===== config.mk =====
export PLATFORM = sky130hd
export DESIGN_NAME = prog_loader
export DESIGN_NICKNAME = d
export VERILOG_FILES = /design/src/rtl/simplez_pkg.sv /design/src/rtl/prog_loader.sv
export SDC_FILE = /design/constraint.sdc
export NUM_CORES = 1
export LEC_CHECK = 0
export BUFFER_PORTS_ARGS = -buffer_cell sky130_fd_sc_hd__buf_2
export CAP_MARGIN = 25
export CELL_PAD_IN_SITES_DETAIL_PLACEMENT = 0
export CELL_PAD_IN_SITES_GLOBAL_PLACEMENT = 2
export CORE_MARGIN = 2
export CORE_UTILIZATION = 32
export DETAILED_ROUTE_END_ITERATION = 10
export GPL_ROUTABILITY_DRIVEN = 0
export HOLD_SLACK_MARGIN = 0.08
export PLACE_DENSITY = 0.71
export REMOVE_ABC_BUFFERS = 1
export SYNTH_ARGS = -nofsm -noshare
export SYNTH_HDL_FRONTEND = slang
export SYNTH_SLANG_ARGS = --single-unit
export TNS_END_PERCENT = 30

===== constraint.sdc =====
create_clock -name clk -period 1.7 [get_ports clk]
set_clock_uncertainty 0.2 [all_clocks]
set_input_delay 0.51 -clock clk [delete_from_list [all_inputs] [get_ports clk]]
set_output_delay 0.51 -clock clk [all_outputs]
set_load 0.01 [all_outputs]

===== src/rtl/simplez_pkg.sv =====
// simplez_pkg: constants and types shared by the Simplez core blocks.
//   ADDR_W        program memory address width (512 words)
//   WORD_W        program memory word width
//   LOAD_HDR      first byte of a serial program-load frame
//   loader_state_t  state encoding of prog_loader, also exported on its
//                   debug port so checkers can bind to it
package simplez_pkg;

  localparam int ADDR_W = 9;
  localparam int WORD_W = 12;

  localparam logic [7:0] LOAD_HDR = 8'h4C;

  typedef enum logic [2:0] {
    LD_IDLE   = 3'd0,
    LD_CNT_HI = 3'd1,
    LD_CNT_LO = 3'd2,
    LD_W_HI   = 3'd3,
    LD_W_LO   = 3'd4,
    LD_FIN    = 3'd5,
    LD_ERR    = 3'd6
  } loader_state_t;

endpackage


===== src/rtl/prog_loader.sv =====
// prog_loader: serial program loader for the Simplez core.
//
// Consumes bytes from the UART receiver, assembles 12-bit words and writes
// them sequentially into the 512x12 program memory starting at address 0.
// While a load is in progress the CPU is held in reset (cpu_hold) so an
// external mux hands the memory write port to this block.
//
// Frame: 0x4C, count-hi, count-lo, then N words as (hi byte, lo byte).
//   {count_hi[0], count_lo} = N-1; hi byte [7:4] must be zero.
//
// Handshake: rx_valid is a one-cycle strobe qualifying rx_data; there is no
// back-pressure, so every strobe is consumed in the cycle it is presented,
// including the cycle in which mem_wr is high.
//
// Optional feature macro: PROG_LOADER_TIMEOUT_EN enables an inter-byte
// timeout of TIMEOUT_CYCLES clk cycles that aborts a stalled frame.
//
// Ports:
//   clk, rst     clock, asynchronous active-high reset
//   rx_data      received byte
//   rx_valid     one-cycle strobe, rx_data valid
//   mem_addr     memory write address
//   mem_data     memory write data
//   mem_wr       one-cycle write strobe
//   cpu_hold     1 = CPU held in reset, memory owned by loader
//   busy         frame in progress (state != IDLE)
//   done         one-cycle pulse after the final write
//   error        sticky, last frame aborted
//   state        debug view of the FSM state
module prog_loader
  import simplez_pkg::*;
#(
  parameter int unsigned TIMEOUT_CYCLES = 12_000_000
) (
  input  logic              clk,
  input  logic              rst,
  input  logic [7:0]        rx_data,
  input  logic              rx_valid,
  output logic [ADDR_W-1:0] mem_addr,
  output logic [WORD_W-1:0] mem_data,
  output logic              mem_wr,
  output logic              cpu_hold,
  output logic              busy,
  output logic              done,
  output logic              error,
  output loader_state_t     state
);

  logic [ADDR_W-1:0] last_addr;
  logic              cnt_msb;
  logic [3:0]        hi_nib;

`ifdef PROG_LOADER_TIMEOUT_EN
  logic [31:0] tmo_cnt;
`endif

  assign busy = (state != LD_IDLE);

  always_ff @(posedge clk or posedge rst) begin
    if (rst) begin
      state     <= LD_IDLE;
      mem_addr  <= '0;
      mem_data  <= '0;
      mem_wr    <= 1'b0;
      cpu_hold  <= 1'b0;
      done      <= 1'b0;
      error     <= 1'b0;
      last_addr <= '0;
      cnt_msb   <= 1'b0;
      hi_nib    <= '0;
`ifdef PROG_LOADER_TIMEOUT_EN
      tmo_cnt   <= '0;
`endif
    end else begin
      done <= 1'b0;

      // The write cycle ends here; advance to the next word slot.
      if (mem_wr) begin
        mem_wr   <= 1'b0;
        mem_addr <= mem_addr + ADDR_W'(1);
      end

      case (state)
        LD_IDLE: begin
          if (rx_valid && rx_data == LOAD_HDR) begin
            state    <= LD_CNT_HI;
            cpu_hold <= 1'b1;
            error    <= 1'b0;
            mem_addr <= '0;
          end
        end
        LD_CNT_HI: begin
          if (rx_valid) begin
            cnt_msb <= rx_data[0];
            state   <= LD_CNT_LO;
          end
        end
        LD_CNT_LO: begin
          if (rx_valid) begin
            last_addr <= {cnt_msb, rx_data};
            state     <= LD_W_HI;
          end
        end
        LD_W_HI: begin
          if (rx_valid) begin
            if (rx_data[7:4] != 4'd0) begin
              state <= LD_ERR;
            end else begin
              hi_nib <= rx_data[3:0];
              state  <= LD_W_LO;
            end
          end
        end
        LD_W_LO: begin
          // mem_addr is stable here: the previous write cycle has already
          // ended, so it points at the slot this word goes to.
          if (rx_valid) begin
            mem_data <= {hi_nib, rx_data};
            mem_wr   <= 1'b1;
            state    <= (mem_addr == last_addr) ? LD_FIN : LD_W_HI;
          end
        end
        LD_FIN: begin
          done     <= 1'b1;
          cpu_hold <= 1'b0;
          state    <= LD_IDLE;
        end
        LD_ERR: begin
          // cpu_hold is left high so a partial program never runs.
          error <= 1'b1;
          state <= LD_IDLE;
        end
        default: state <= LD_IDLE;
      endcase

`ifdef PROG_LOADER_TIMEOUT_EN
      // Reload on every byte (header included); count down only while a
      // frame is open. A strobe in the expiry cycle still wins.
      if (rx_valid) begin
        tmo_cnt <= TIMEOUT_CYCLES;
      end else if (state != LD_IDLE && tmo_cnt != 32'd0) begin
        tmo_cnt <= tmo_cnt - 32'd1;
      end
      if (!rx_valid && tmo_cnt == 32'd0 &&
          (state == LD_CNT_HI || state == LD_CNT_LO ||
           state == LD_W_HI   || state == LD_W_LO)) begin
        state <= LD_ERR;
      end
`endif
    end
  end

endmodule


==> insert_results.sql, run 1 <==
INSERT INTO impl_metrics (metric_group, metric, value, unit) VALUES
('pwr', 'pwr_density_cell', '1600', 'mW/mm²'),
('routing', 'routed_antenna_nets', '0', ''),
('final_layout', 'antenna-diode-count', '0', ''),
('global_routing', 'track_usage', '0.152', ''),
('setup_path', 'worst-r2r-cell-count', '6', ''),
('global_routing', 'global_route.peak_usage_layer', 'met2', ''),
('global_routing', 'grtUsageMet3', '0.0433', ''),
('yosys', 'ys_warn_count', '0', ''),
('timing', 'rsz0062_at_grt', 'yes', ''),
('floorplan', 'die_h', '80.8', 'µm'),
('yosys', 'commonest_register_cell_after_synthesis', 'sky130_fd_sc_hd__dfrtp_1', ''),
('yosys', 'postSynthAreaPerCell', '12.3', 'µm²'),
('global_routing', 'first_pass_grt_wire_length', '7510', 'µm'),
('yosys', 'syn_inst', '154', ''),
('clocking', 'clock_tree.buffer_depth', '2', ''),
('yosys', 'netlist_top_cells_area', 'sky130_fd_sc_hd__dfrtp_1 (56%), sky130_fd_sc_hd__mux2_2 (16%), sky130_fd_sc_hd__xnor2_1 (5.1%)', ''),
('global_routing', 'grt_overflow', '0', ''),
('timing', 'max_freq', '0.527', 'GHz'),
('run_status', 'run_status', 'finished with violations', ''),
('floorplan', 'core_area', '0.00561', 'mm²'),
('hold_path', 'hold_path.class', 'primary input to register', ''),
('timing', 'timing.final.ws_setup', '-0.198', 'ns'),
('floorplan', 'floorplan.initialDensity', '0.337', ''),
('yosys', 'netlist-cell-type-count', '31', ''),
('floorplan', 'top_level_ports', '40', ''),
('run_status', 'violated_checks', 'negative setup slack', ''),
('setup_path', 'timing.critical_path.arrival', '1.19', 'ns'),
('yosys', 'synth_most_common_cell', 'sky130_fd_sc_hd__dfrtp_1', ''),
('timing', 'finalCritPeriodShare', '1.12', ''),
('final_layout', 'final_layout_size_suffix_gt1_frac', '0.524', ''),
('timing', 'total_negative_setup_slacks', '-0.340', 'ns'),
('clocking', 'cts.sink_count', '42', ''),
('placed_design', 'dpl_worst_slack', '-0.141', 'ns'),
('routing', 'drt-vias-per-instance', '4.70', ''),
('global_routing', 'grt_antenna_before_repair', '0', ''),
('yosys', 'most_frequent_cells_after_synthesis', 'sky130_fd_sc_hd__dfrtp_1 (42), sky130_fd_sc_hd__mux2_2 (26), sky130_fd_sc_hd__nor2_1 (18)', ''),
('hold_path', 'holdCritStartpoint', 'rx_data[6]', ''),
('floorplan', 'fp-row-count', '27', ''),
('global_routing', 'pin_count_of_the_biggest_net_entering_global_routing', '36', ''),
('yosys', 'synth.yosys.seq_area_share', '0.557', ''),
('final_layout', 'area_delta_synth_final', '43.1', '%'),
('placed_design', 'dp.final_hpwl', '3260', 'µm'),
('timing', 'worstMarginPinSlew', '0.442', 'ns'),
('final_layout', 'filler_cell_count', '563', ''),
('timing', 'min_period', '1.90', 'ns'),
('clocking', 'tritoncts', 'done', ''),
('routing', 'drt-initial-drc-count', '62', ''),
('timing', 'max_slew_headroom', '0.703', ''),
('placed_design', 'port_buffers', '39', ''),
('yosys', 'ys_ff_latch', '42', ''),
('clocking', 'number_of_cts_inserted_buffers', '5', ''),
('hold_path', 'worst_hold_path_depth', '2', ''),
('yosys', 'synth_edf_count', '0', ''),
('global_routing', 'use_met2', '0.235', ''),
('timing', 'report.final.hold_viol_count', '0', ''),
('yosys', 'mapped_area', '0.00189', 'mm²'),
('global_routing', 'number_of_global_route_vias_before_repair', '1488', ''),
('setup_path', 'cp_max_fo', '2', ''),
('routing', 'first_pass_iters', '3', ''),
('clocking', 'clock_tree.htree_level_count', '2', ''),
('timing', 'setup_viol', '7', ''),
('hold_path', 'hold_path_end', 'last_addr[6]', ''),
('pwr', 'max-vdd-ir-drop', '0.000652', 'V'),
('routing', 'post_drt_wl_per_cell', '15.1', 'µm'),
('pwr', 'report.power.total', '4310', 'µW'),
('clocking', 'ctsRootBufferMaster', 'sky130_fd_sc_hd__clkbuf_8', ''),
('floorplan', 'fp.dieW', '80.8', 'µm'),
('setup_path', 'worst_r2r_endpoint', 'last_addr[7]', ''),
('setup_path', 'worst-setup-path-type', 'register to primary output', ''),
('global_routing', 'met1_usage', '0.211', ''),
('yosys', 'synth-async-reset-ratio', '1.00', '');
## sequential cells by signal, summed over array words and instances (netlist names)
signal	count
mem_data	12
hi_nib	4
state	3
cpu_hold	1
mem_wr	1
done	1
cnt_msb	1
mem_addr	9
last_addr	9
error	1
## worst max path at each step
| stage | startpoint | end | slack [ns] |
|---|---|---|---|
| after floorplan | state[2] | mem_data[10] | -0.1 |
| after global placement | rx_data[6] | error | -0.12 |
| after detailed placement | rx_data[6] | error | -0.14 |
| after CTS | state[2] | busy | -0.21 |
| after global routing | state[2] | busy | -0.23 |
| final | state[2] | busy | -0.20 |
## routing by layer
metal / up-vias / share of wire / routed length [µm]
met5: - / 0 / 0
met4: 0 / 0.011 / 51
met3: 6 / 0.049 / 221
met2: 37 / 0.48 / 2170
met1: 705 / 0.46 / 2110
li1: 668 / - / -
## layout make-up
class | count | area, µm² | area share
repair buffers | 72 | 588 | 0.218
multi-input cells | 102 | 845 | 0.313
well taps | 72 | 90.1 | 0.0333
clock buffers | 5 | 68.8 | 0.0255
clock inverters | 3 | 40.0 | 0.0148
flip-flops and latches | 42 | 1050 | 0.389
inverters | 5 | 18.8 | 0.00694
## what timing repair did
action | CTS | global route
buffers inserted | 4 | 5
endpoints found under the setup margin | 13 | 26
hold buffers | 1 | 0
endpoints found under the hold margin | 7 | 0
gates cloned | 0 | 1
gates resized for setup | 14 | 22
## critical path: stages, from the launching register on
cell and delay (ns):
sky130_fd_sc_hd__dfrtp_1 0.38, sky130_fd_sc_hd__or3_4 0.38, sky130_fd_sc_hd__buf_6 0.12
## per-stage QoR
stage / area, µm² / hold WS, ns / cells
2_1_floorplan: 1860 / 0.274 / 149
3_3_place_gp: 2360 / 0.285 / 284
3_5_place_dp: 2360 / 0.285 / 284
4_1_cts: 2570 / 0.290 / 297
5_1_grt: 2700 / 0.285 / 301
6_report: 2700 / 0.301 / 301
## where the power goes
| group | total, µW | internal [µW] | switching (µW) |
|---|---|---|---|
| clock | 795 | 433 | 363 |
| combinational | 1860 | 1110 | 754 |
| sequential | 1660 | 1370 | 284 |
## cell families after synthesis
kind of cell / after synthesis / synth area share
XOR/XNOR: 17 / 0.0789
adder cells (fa/ha/maj): 1 / 0.00663
flip-flops: 42 / 0.557
buffers and inverters: 10 / 0.0252
multiplexers: 27 / 0.160
AND/OR/NAND/NOR: 49 / 0.142
AO/OA/AOI/OAI: 8 / 0.0298
## cells in the final DEF, fill, tap and decap left out, types with 3 or more instances in the layout
cell / netlist / layout
sky130_fd_sc_hd__dfrtp_1: 42 / 41
sky130_fd_sc_hd__nor2_1: 18 / 16
sky130_fd_sc_hd__and2b_2: 3 / 3
sky130_fd_sc_hd__clkbuf_8: 0 / 5
sky130_fd_sc_hd__buf_2: 2 / 31
sky130_fd_sc_hd__inv_1: 5 / 4
sky130_fd_sc_hd__nand2_1: 10 / 7
sky130_fd_sc_hd__buf_6: 0 / 18
sky130_fd_sc_hd__mux2_2: 26 / 17
sky130_fd_sc_hd__buf_12: 0 / 3
sky130_fd_sc_hd__mux2_4: 0 / 9
sky130_fd_sc_hd__xor2_1: 6 / 6
sky130_fd_sc_hd__buf_4: 2 / 18
sky130_fd_sc_hd__xnor2_1: 11 / 11
sky130_fd_sc_hd__nand4_1: 6 / 6
No activity file was read; power rests on OpenSTA's default activity.
==> run 2: changes to the inputs <==
--- a/config.mk
+++ b/config.mk
@@ -14,7 +14,7 @@
 export DETAILED_ROUTE_END_ITERATION = 10
 export GPL_ROUTABILITY_DRIVEN = 0
 export HOLD_SLACK_MARGIN = 0.08
-export PLACE_DENSITY = 0.71
+export PLACE_DENSITY = 0.81
 export REMOVE_ABC_BUFFERS = 1
 export SYNTH_ARGS = -nofsm -noshare
 export SYNTH_HDL_FRONTEND = slang
==> run 2 against run 1 <==
Compared with the run above:
- register-to-register slack got worse by 0.02 ns
- non-clock buffer count decreased by 4
- sequential power about the same
- critical endpoint unchanged
- the run still ends with negative setup slack left
- total power decreased by 8.5%
- critical path type unchanged
- clock power decreased by 18%
- highest routed layer unchanged
- maximum frequency decreased by 0.36%
- critical path depth unchanged
==> insert_results.sql, run 2 (synthesis gave the netlist of run 1 again) <==
INSERT INTO impl_metrics (metric_group, metric, value, unit) VALUES
('global_routing', 'grt_antenna_before_repair', '0', ''),
('floorplan', 'die_h', '80.8', 'µm'),
('global_routing', 'pin_count_of_the_biggest_net_entering_global_routing', '43', ''),
('final_layout', 'final-seq-area', '0.00105', 'mm²'),
('setup_path', 'reg2reg_setup_slack', '-0.04', 'ns'),
('setup_path', 'cp-endpoint', 'busy', ''),
('clocking', 'ctsRootBufferMaster', 'sky130_fd_sc_hd__clkbuf_8', ''),
('run_status', 'run_status', 'finished with violations', ''),
('setup_path', 'top_delay_family_on_crit_path', 'flip-flops', ''),
('setup_path', 'critical-path-max-stage-delay', '0.41', 'ns'),
('timing', 'timing.final.ws_setup', '-0.205', 'ns'),
('timing', 'setup_viol', '3', ''),
('placed_design', 'placed_area', '0.00238', 'mm²'),
('clocking', 'clock_tree.htree_level_count', '2', ''),
('setup_path', 'timing.critical_path.arrival', '1.20', 'ns'),
('pwr', 'power.share.switching', '0.334', ''),
('pwr', 'pwr-share-seq', '0.420', ''),
('setup_path', 'worst-r2r-cell-count', '7', ''),
('floorplan', 'fp.dieW', '80.8', 'µm'),
('setup_path', 'reg2reg_from', 'state[2]', ''),
('clocking', 'tritoncts', 'done', ''),
('timing', 'finalCritPeriodShare', '1.12', ''),
('pwr', 'max-vdd-ir-drop', '0.000784', 'V'),
('global_routing', 'first_pass_grt_wire_length', '6710', 'µm'),
('routing', 'post_detailed_route_drc_marker_count', '0', ''),
('final_layout', 'largest_reg_flops', '12', ''),
('floorplan', 'fp-row-count', '27', ''),
('setup_path', 'ordered_cell_list_for_the_critical_path', 'or3_4, buf_6', ''),
('timing', 'max_freq', '0.525', 'GHz'),
('routing', 'post_drt_wl_per_cell', '13.5', 'µm'),
('timing', 'max_slew_headroom', '0.698', ''),
('floorplan', 'core_area', '0.00561', 'mm²'),
('routing', 'wl', '4020', 'µm'),
('pwr', 'clock_power_share', '0.164', ''),
('routing', 'drt-vias-per-instance', '4.58', ''),
('run_status', 'violated_checks', 'negative setup slack', ''),
('setup_path', 'worst-setup-path-type', 'register to primary output', ''),
('setup_path', 'critical_path.startpoint', 'state[0]', ''),
('timing', 'rsz0062_at_grt', 'yes', ''),
('final_layout', 'area_delta_synth_final', '38.4', '%'),
('clocking', 'clock_tree.buffer_depth', '2', ''),
('setup_path', 'worst-path-stages', '2', ''),
('placed_design', 'port_buffers', '39', ''),
('floorplan', 'die_area', '0.00653', 'mm²'),
('final_layout', 'reg.largest.list', 'mem_data (12), last_addr (9), mem_addr (9)', ''),
('timing', 'min_period', '1.91', 'ns'),
('timing', 'worstMarginPinSlew', '0.449', 'ns'),
('clocking', 'number_of_cts_inserted_buffers', '5', ''),
('timing', 'report.final.hold_viol_count', '0', ''),
('flow_run', 'timing.max_cap.violations', '0', ''),
('clocking', 'clk_transition_reported_paths', '0.08', 'ns'),
('pwr', 'p_leak', '0.00127', 'µW'),
('pwr', 'switchingPower', '1320', 'µW'),
('global_routing', 'track_usage', '0.134', ''),
('final_layout', 'antenna-diode-count', '0', ''),
('timing', 'whs', '0.306', 'ns'),
('setup_path', 'cp_max_fo', '2', ''),
('hold_path', 'hold_path.class', 'register to register', ''),
('final_layout', 'final_cell_mix', 'sky130_fd_sc_hd__dfrtp_1 (41), sky130_fd_sc_hd__buf_2 (32), sky130_fd_sc_hd__mux2_2 (25)', ''),
('global_routing', 'number_of_global_route_vias_before_repair', '1358', ''),
('pwr', 'pwr_density_cell', '1510', 'mW/mm²'),
('routing', 'first_pass_iters', '4', ''),
('routing', 'drt-initial-drc-count', '16', ''),
('clocking', 'clock_latency', '0.29', 'ns'),
('placed_design', 'dp.final_hpwl', '2950', 'µm'),
('global_routing', 'grt_overflow', '0', ''),
('final_layout', 'final_layout_size_suffix_gt1_frac', '0.507', ''),
('floorplan', 'floorplan.initialDensity', '0.337', ''),
('final_layout', 'filler_cell_count', '564', ''),
('final_layout', 'regMostFlops', 'mem_data', ''),
('final_layout', 'final_common_cell', 'sky130_fd_sc_hd__dfrtp_1', ''),
('setup_path', 'timing.critical_path.to_type', 'primary output', ''),
('clocking', 'cts.sink_count', '42', ''),
('routing', 'num_vias', '1361', ''),
('pwr', 'internal_portion_of_total_power', '2630', 'µW'),
('setup_path', 'worst_r2r_endpoint', 'state[2]', ''),
('final_layout', 'area_of_the_multi_input_gates', '815', 'µm²'),
('setup_path', 'worstPathRequired', '0.99', 'ns'),
('timing', 'drv_slew', '0', ''),
('floorplan', 'top_level_ports', '40', ''),
('routing', 'routed_antenna_nets', '0', ''),
('setup_path', 'start_kind', 'register', ''),
('final_layout', 'final_area', '0.00261', 'mm²'),
('setup_path', 'timing.critical_path.slowest_stage_cell', 'sky130_fd_sc_hd__dfrtp_1', ''),
('pwr', 'pwr-share-comb', '0.416', ''),
('setup_path', 'crit_buf_inv', '1', ''),
('final_layout', 'design.final.nets', '236', '');
## run 2: worst min-delay path by stage
stage               depth (start not counted)     endpoint  slack, ns   startpoint
finish                                      1  mem_data[9]       0.31  mem_data[9]
CTS                                         2  mem_data[7]       0.30   rx_data[7]
global route                                2    hi_nib[3]       0.31   rx_data[3]
global placement                            1  mem_data[2]       0.29  mem_data[2]
floorplan                                   1    hi_nib[0]       0.27    hi_nib[0]
detailed placement                          1  mem_data[1]       0.29  mem_data[1]
## run 2: power by group through the flow
stage | clock network (µW) | logic (µW) | registers (µW)
floorplan | 0 | 734 | 1790
finish | 648 | 1640 | 1660
global route | 714 | 1800 | 1720
detailed placement | 0 | 1480 | 1670
CTS | 671 | 1550 | 1660
global placement | 0 | 1460 | 1660
## run 2: cell type report
cell class              instances  share of cell area
flip-flops and latches         42               0.403
multi-input cells             102               0.312
repair buffers                 68               0.210
well taps                      72              0.0345
clock buffers                   5              0.0263
clock inverters                 3             0.00814
inverters                       5             0.00718
## run 2: layer usage
layer | vias up | part of all wire | global-route usage
met5 | - | 0 | 0
met4 | 0 | 0.0052 | 0.0153
met3 | 2 | 0.066 | 0.0433
met2 | 39 | 0.43 | 0.206
met1 | 655 | 0.50 | 0.190
li1 | 665 | - | -
## run 2: worst register-to-register path: cells and delay by family, from the launching register on
| kind | cells | cell delay (ns) |
|---|---|---|
| AOI/OAI and AO/OA | 2 | 0.31 |
| buffers and inverters | 3 | 0.40 |
| DFF | 1 | 0.39 |
| and+or+nand+nor | 2 | 0.32 |
## run 2: stage by stage
step / total power (µW) / util / TNS (ns) / setup WS, ns / std cells
floorplan: 2520 / - / -0.347 / -0.0987 / 149
global placement: 3130 / 0.424 / -1.74 / -0.0924 / 286
detailed placement: 3150 / 0.424 / -2.34 / -0.142 / 286
CTS: 3880 / 0.449 / -0.248 / -0.207 / 295
global route: 4240 / 0.466 / -0.796 / -0.235 / 297
finish: 3950 / 0.466 / -0.320 / -0.205 / 297
## run 2: timing repair
item                       in CTS  in global routing
cloned                          0                  1
gates resized for setup        10                 15
pin swaps                       0                  2
setup endpoints to repair       8                 27
buffers inserted                0                  1
hold endpoints to repair       40                  0
hold buffers                    1                  0
==> run 3: changes to the inputs <==
--- a/config.mk
+++ b/config.mk
@@ -5,12 +5,14 @@
 export SDC_FILE = /design/constraint.sdc
 export NUM_CORES = 1
 export LEC_CHECK = 0
+export ABC_AREA = 1
 export BUFFER_PORTS_ARGS = -buffer_cell sky130_fd_sc_hd__buf_2
 export CAP_MARGIN = 25
 export CELL_PAD_IN_SITES_DETAIL_PLACEMENT = 0
 export CELL_PAD_IN_SITES_GLOBAL_PLACEMENT = 2
 export CORE_MARGIN = 2
-export CORE_UTILIZATION = 32
+export CORE_UTILIZATION = 29
+export CTS_CLUSTER_SIZE = 28
 export DETAILED_ROUTE_END_ITERATION = 10
 export GPL_ROUTABILITY_DRIVEN = 0
 export HOLD_SLACK_MARGIN = 0.08
==> run 3 against run 2 <==
Compared with the run above:
- the run still ends with negative setup slack left
- via count is 22% higher
- die area is 13% higher
- sequential power hardly changed
- routed wire length is 18% higher
- area after synthesis is 3.3% higher
- global-route usage is 0.18 points higher
- maximum frequency is 6.6% higher
- setup slack better by 0.12 ns
- first-iteration DRC count grew to 4.4 times the previous value
- clock power is 27% higher
- final cell count is 27% higher
- total power is 10% higher
- critical path type unchanged
- highest routed layer unchanged
==> insert_results.sql, run 3 <==
INSERT INTO impl_metrics (metric_group, metric, value, unit) VALUES
('run_status', 'run_status', 'finished with violations', ''),
('run_status', 'violated_checks', 'negative setup slack', ''),
('timing', 'timing.final.ws_setup', '-0.0880', 'ns'),
('yosys', 'synth.yosys.seq_area_share', '0.539', ''),
('setup_path', 'timing.critical_path.to_type', 'primary output', ''),
('setup_path', 'crit_buf_inv', '3', ''),
('final_layout', 'final_cell_mix', 'sky130_fd_sc_hd__nand2_1 (66), sky130_fd_sc_hd__dfrtp_1 (41), sky130_fd_sc_hd__buf_2 (35)', ''),
('routing', 'drt-initial-drc-count', '70', ''),
('final_layout', 'area_delta_synth_final', '38.7', '%'),
('setup_path', 'timing.critical_path.slowest_stage_cell', 'sky130_fd_sc_hd__dfrtp_1', ''),
('timing', 'rsz0062_at_grt', 'yes', ''),
('clocking', 'ctsRootBufferMaster', 'sky130_fd_sc_hd__clkbuf_8', ''),
('yosys', 'synth-async-reset-ratio', '1.00', ''),
('pwr', 'internal_portion_of_total_power', '2780', 'µW'),
('setup_path', 'crit_path_frequent_cell', 'sky130_fd_sc_hd__inv_2', ''),
('final_layout', 'reg.largest.list', 'mem_data (12), last_addr (9), mem_addr (9)', ''),
('timing', 'total_negative_setup_slacks', '-0.0953', 'ns'),
('timing', 'setup_viol', '3', ''),
('setup_path', 'timing.critical_path.arrival', '1.08', 'ns'),
('final_layout', 'final_layout_size_suffix_gt1_frac', '0.367', ''),
('timing', 'max_freq', '0.559', 'GHz'),
('timing', 'drv_slew', '0', ''),
('yosys', 'mapped_area', '0.00195', 'mm²'),
('global_routing', 'first_pass_grt_wire_length', '7710', 'µm'),
('final_layout', 'final_util', '0.421', ''),
('flow_run', 'timing.max_cap.violations', '0', ''),
('pwr', 'switchingPower', '1560', 'µW'),
('yosys', 'most_frequent_cells_after_synthesis', 'sky130_fd_sc_hd__nand2_1 (68), sky130_fd_sc_hd__dfrtp_1 (42), sky130_fd_sc_hd__inv_1 (25)', ''),
('routing', 'post_drt_wl_per_cell', '12.6', 'µm'),
('final_layout', 'filler_cell_count', '642', ''),
('setup_path', 'worstPathRequired', '0.99', 'ns'),
('yosys', 'netlist-cell-type-count', '25', ''),
('setup_path', 'top_delay_family_on_crit_path', 'flip-flops', ''),
('yosys', 'commonest_register_cell_after_synthesis', 'sky130_fd_sc_hd__dfrtp_1', ''),
('setup_path', 'ordered_cell_list_for_the_critical_path', 'inv_2, nand2_4, nor2_4, inv_2, buf_6', ''),
('pwr', 'max-vdd-ir-drop', '0.000653', 'V'),
('routing', 'first_pass_iters', '4', ''),
('timing', 'worstMarginPinSlew', '0.271', 'ns'),
('clocking', 'number_of_cts_inserted_buffers', '5', ''),
('yosys', 'synth_edf_count', '0', ''),
('timing', 'finalCritPeriodShare', '1.05', ''),
('global_routing', 'number_of_global_route_vias_before_repair', '1546', ''),
('pwr', 'pwr_density_cell', '1600', 'mW/mm²'),
('setup_path', 'cp_max_fo', '2', ''),
('global_routing', 'pin_count_of_the_biggest_net_entering_global_routing', '43', ''),
('final_layout', 'regMostFlops', 'mem_data', ''),
('floorplan', 'core_area', '0.00642', 'mm²'),
('pwr', 'power.share.switching', '0.359', ''),
('yosys', 'ys_ff_latch', '42', ''),
('timing', 'min_period', '1.79', 'ns'),
('pwr', 'report.power.total', '4340', 'µW'),
('routing', 'wl', '4750', 'µm'),
('pwr', 'pwr-share-seq', '0.376', ''),
('floorplan', 'floorplan.initialDensity', '0.304', ''),
('floorplan', 'die_h', '86.0', 'µm'),
('placed_design', 'dp.final_hpwl', '3430', 'µm'),
('global_routing', 'grt_antenna_before_repair', '0', ''),
('timing', 'report.final.hold_viol_count', '0', ''),
('global_routing', 'track_usage', '0.135', ''),
('final_layout', 'final_area', '0.00271', 'mm²'),
('setup_path', 'worst-setup-path-type', 'register to primary output', ''),
('setup_path', 'start_kind', 'register', ''),
('floorplan', 'fp.dieW', '86.0', 'µm'),
('clocking', 'clock_latency', '0.29', 'ns'),
('final_layout', 'final_common_cell', 'sky130_fd_sc_hd__nand2_1', ''),
('yosys', 'post-synth-top-area-cell', 'sky130_fd_sc_hd__dfrtp_1', ''),
('routing', 'drt-vias-per-instance', '4.41', ''),
('pwr', 'clock_power_share', '0.190', ''),
('setup_path', 'reg2reg_setup_slack', '0', 'ns'),
('clocking', 'tritoncts', 'done', ''),
('routing', 'num_vias', '1661', ''),
('routing', 'post_detailed_route_drc_marker_count', '0', ''),
('placed_design', 'placed_area', '0.00244', 'mm²'),
('floorplan', 'top_level_ports', '40', ''),
('placed_design', 'dpl_worst_slack', '-0.173', 'ns'),
('setup_path', 'critical-path-max-stage-delay', '0.39', 'ns'),
('final_layout', 'antenna-diode-count', '0', ''),
('clocking', 'clk_transition_reported_paths', '0.08', 'ns'),
('yosys', 'synth_most_common_cell', 'sky130_fd_sc_hd__nand2_1', ''),
('final_layout', 'largest_reg_flops', '12', ''),
('yosys', 'synth.top_cell.area_share', '0.539', ''),
('yosys', 'ys_warn_count', '0', ''),
('final_layout', 'design.final.nets', '312', ''),
('clocking', 'clock_tree.buffer_depth', '2', ''),
('hold_path', 'hold_path.class', 'register to register', ''),
('floorplan', 'die_area', '0.00740', 'mm²'),
('pwr', 'pwr-share-comb', '0.434', ''),
('yosys', 'postSynthAreaPerCell', '8.83', 'µm²'),
('pwr', 'p_leak', '0.00142', 'µW'),
('placed_design', 'port_buffers', '39', ''),
('routing', 'routed_antenna_nets', '0', ''),
('yosys', 'syn_inst', '221', ''),
('floorplan', 'fp-row-count', '29', ''),
('clocking', 'clock_tree.htree_level_count', '2', ''),
('yosys', 'netlist_top_cells_area', 'sky130_fd_sc_hd__dfrtp_1 (54%), sky130_fd_sc_hd__nand2_1 (13%), sky130_fd_sc_hd__inv_1 (4.8%)', ''),
('clocking', 'cts.sink_count', '42', ''),
('timing', 'max_slew_headroom', '0.819', ''),
('global_routing', 'grt_overflow', '0', '');
[run 3: cell count changes after synthesis, moves of 3 or more]
| cell | previous run | this run |
|---|---|---|
| sky130_fd_sc_hd__xor2_1 | 6 | 3 |
| sky130_fd_sc_hd__inv_1 | 5 | 25 |
| sky130_fd_sc_hd__o21ai_0 | 2 | 7 |
| sky130_fd_sc_hd__o21ai_1 | 0 | 8 |
| sky130_fd_sc_hd__o21ai_2 | 0 | 8 |
| sky130_fd_sc_hd__nor2_1 | 18 | 15 |
| sky130_fd_sc_hd__and2b_2 | 3 | 0 |
| sky130_fd_sc_hd__nor2_2 | 0 | 3 |
| sky130_fd_sc_hd__nand3_1 | 1 | 10 |
| sky130_fd_sc_hd__xnor2_1 | 11 | 8 |
| sky130_fd_sc_hd__mux2_2 | 26 | 0 |
| sky130_fd_sc_hd__nand2_1 | 10 | 68 |
[run 3: power groups by stage]
stage / registers (µW) / logic (µW) / clock network [µW]
3_3_place_gp: 1640 / 1600 / 0
6_report: 1630 / 1890 / 823
2_1_floorplan: 1740 / 852 / 0
5_1_grt: 1690 / 2110 / 885
4_1_cts: 1630 / 1800 / 842
3_5_place_dp: 1640 / 1630 / 0
[run 3: routing by layer]
| metal | vias to the layer above | track usage | part of all wire |
|---|---|---|---|
| met5 | - | 0 | 0 |
| met4 | 0 | 0.0519 | 0.012 |
| met3 | 7 | 0.0327 | 0.038 |
| met2 | 31 | 0.204 | 0.46 |
| met1 | 766 | 0.188 | 0.49 |
| li1 | 857 | - | - |
[run 3: logic make-up after synthesis]
logic type      count (synthesis)  share of synthesized area
simple gates                  110                      0.246
xor+xnor                       11                     0.0494
compound gates                 27                     0.0904
buf+inv                        29                     0.0609
flops                          42                      0.539
fa+ha+maj                       1                    0.00641
mux                             1                    0.00769
[run 3: stage by stage]
step,cells,hold WS (ns)
global placement,362,0.260
detailed placement,362,0.261
CTS,375,0.281
floorplan,218,0.242
global route,377,0.300
finish,377,0.273
[run 3: what timing repair did]
item	4_1_cts	5_1_grt
pin swaps	1	4
setup buffers	5	3
hold endpoints to repair	42	0
hold buffers	1	0
endpoints found under the setup margin	1	24
resized for setup	9	14
[run 3: worst reg2reg max path, delay by kind of cell (launching register included)]
kind          cells  cell delay (ns)
buf+inv           5             0.52
simple gates      5             0.49
flops             1             0.39
[run 3: worst paths after layout]
path / from / endpoint / cells past startpoint
max: state[0] / busy / 5
min: error / error / 2
max reg2reg: state[0] / mem_addr[6] / 10
min reg2reg: error / error / 2
max in group asynchronous: rst / mem_data[9] / 4
min in group asynchronous: rst / mem_addr[0] / 4
[run 3: area by class of cell]
| cell class | instances | area [µm²] | area share |
|---|---|---|---|
| inverter | 26 | 97.6 | 0.0361 |
| clock inverter | 1 | 30.0 | 0.0111 |
| multi-input combinational | 150 | 826 | 0.305 |
| sequential | 42 | 1050 | 0.389 |
| timing repair buffer | 75 | 520 | 0.192 |
| tap | 77 | 96.3 | 0.0356 |
| clock buffer | 6 | 82.6 | 0.0305 |
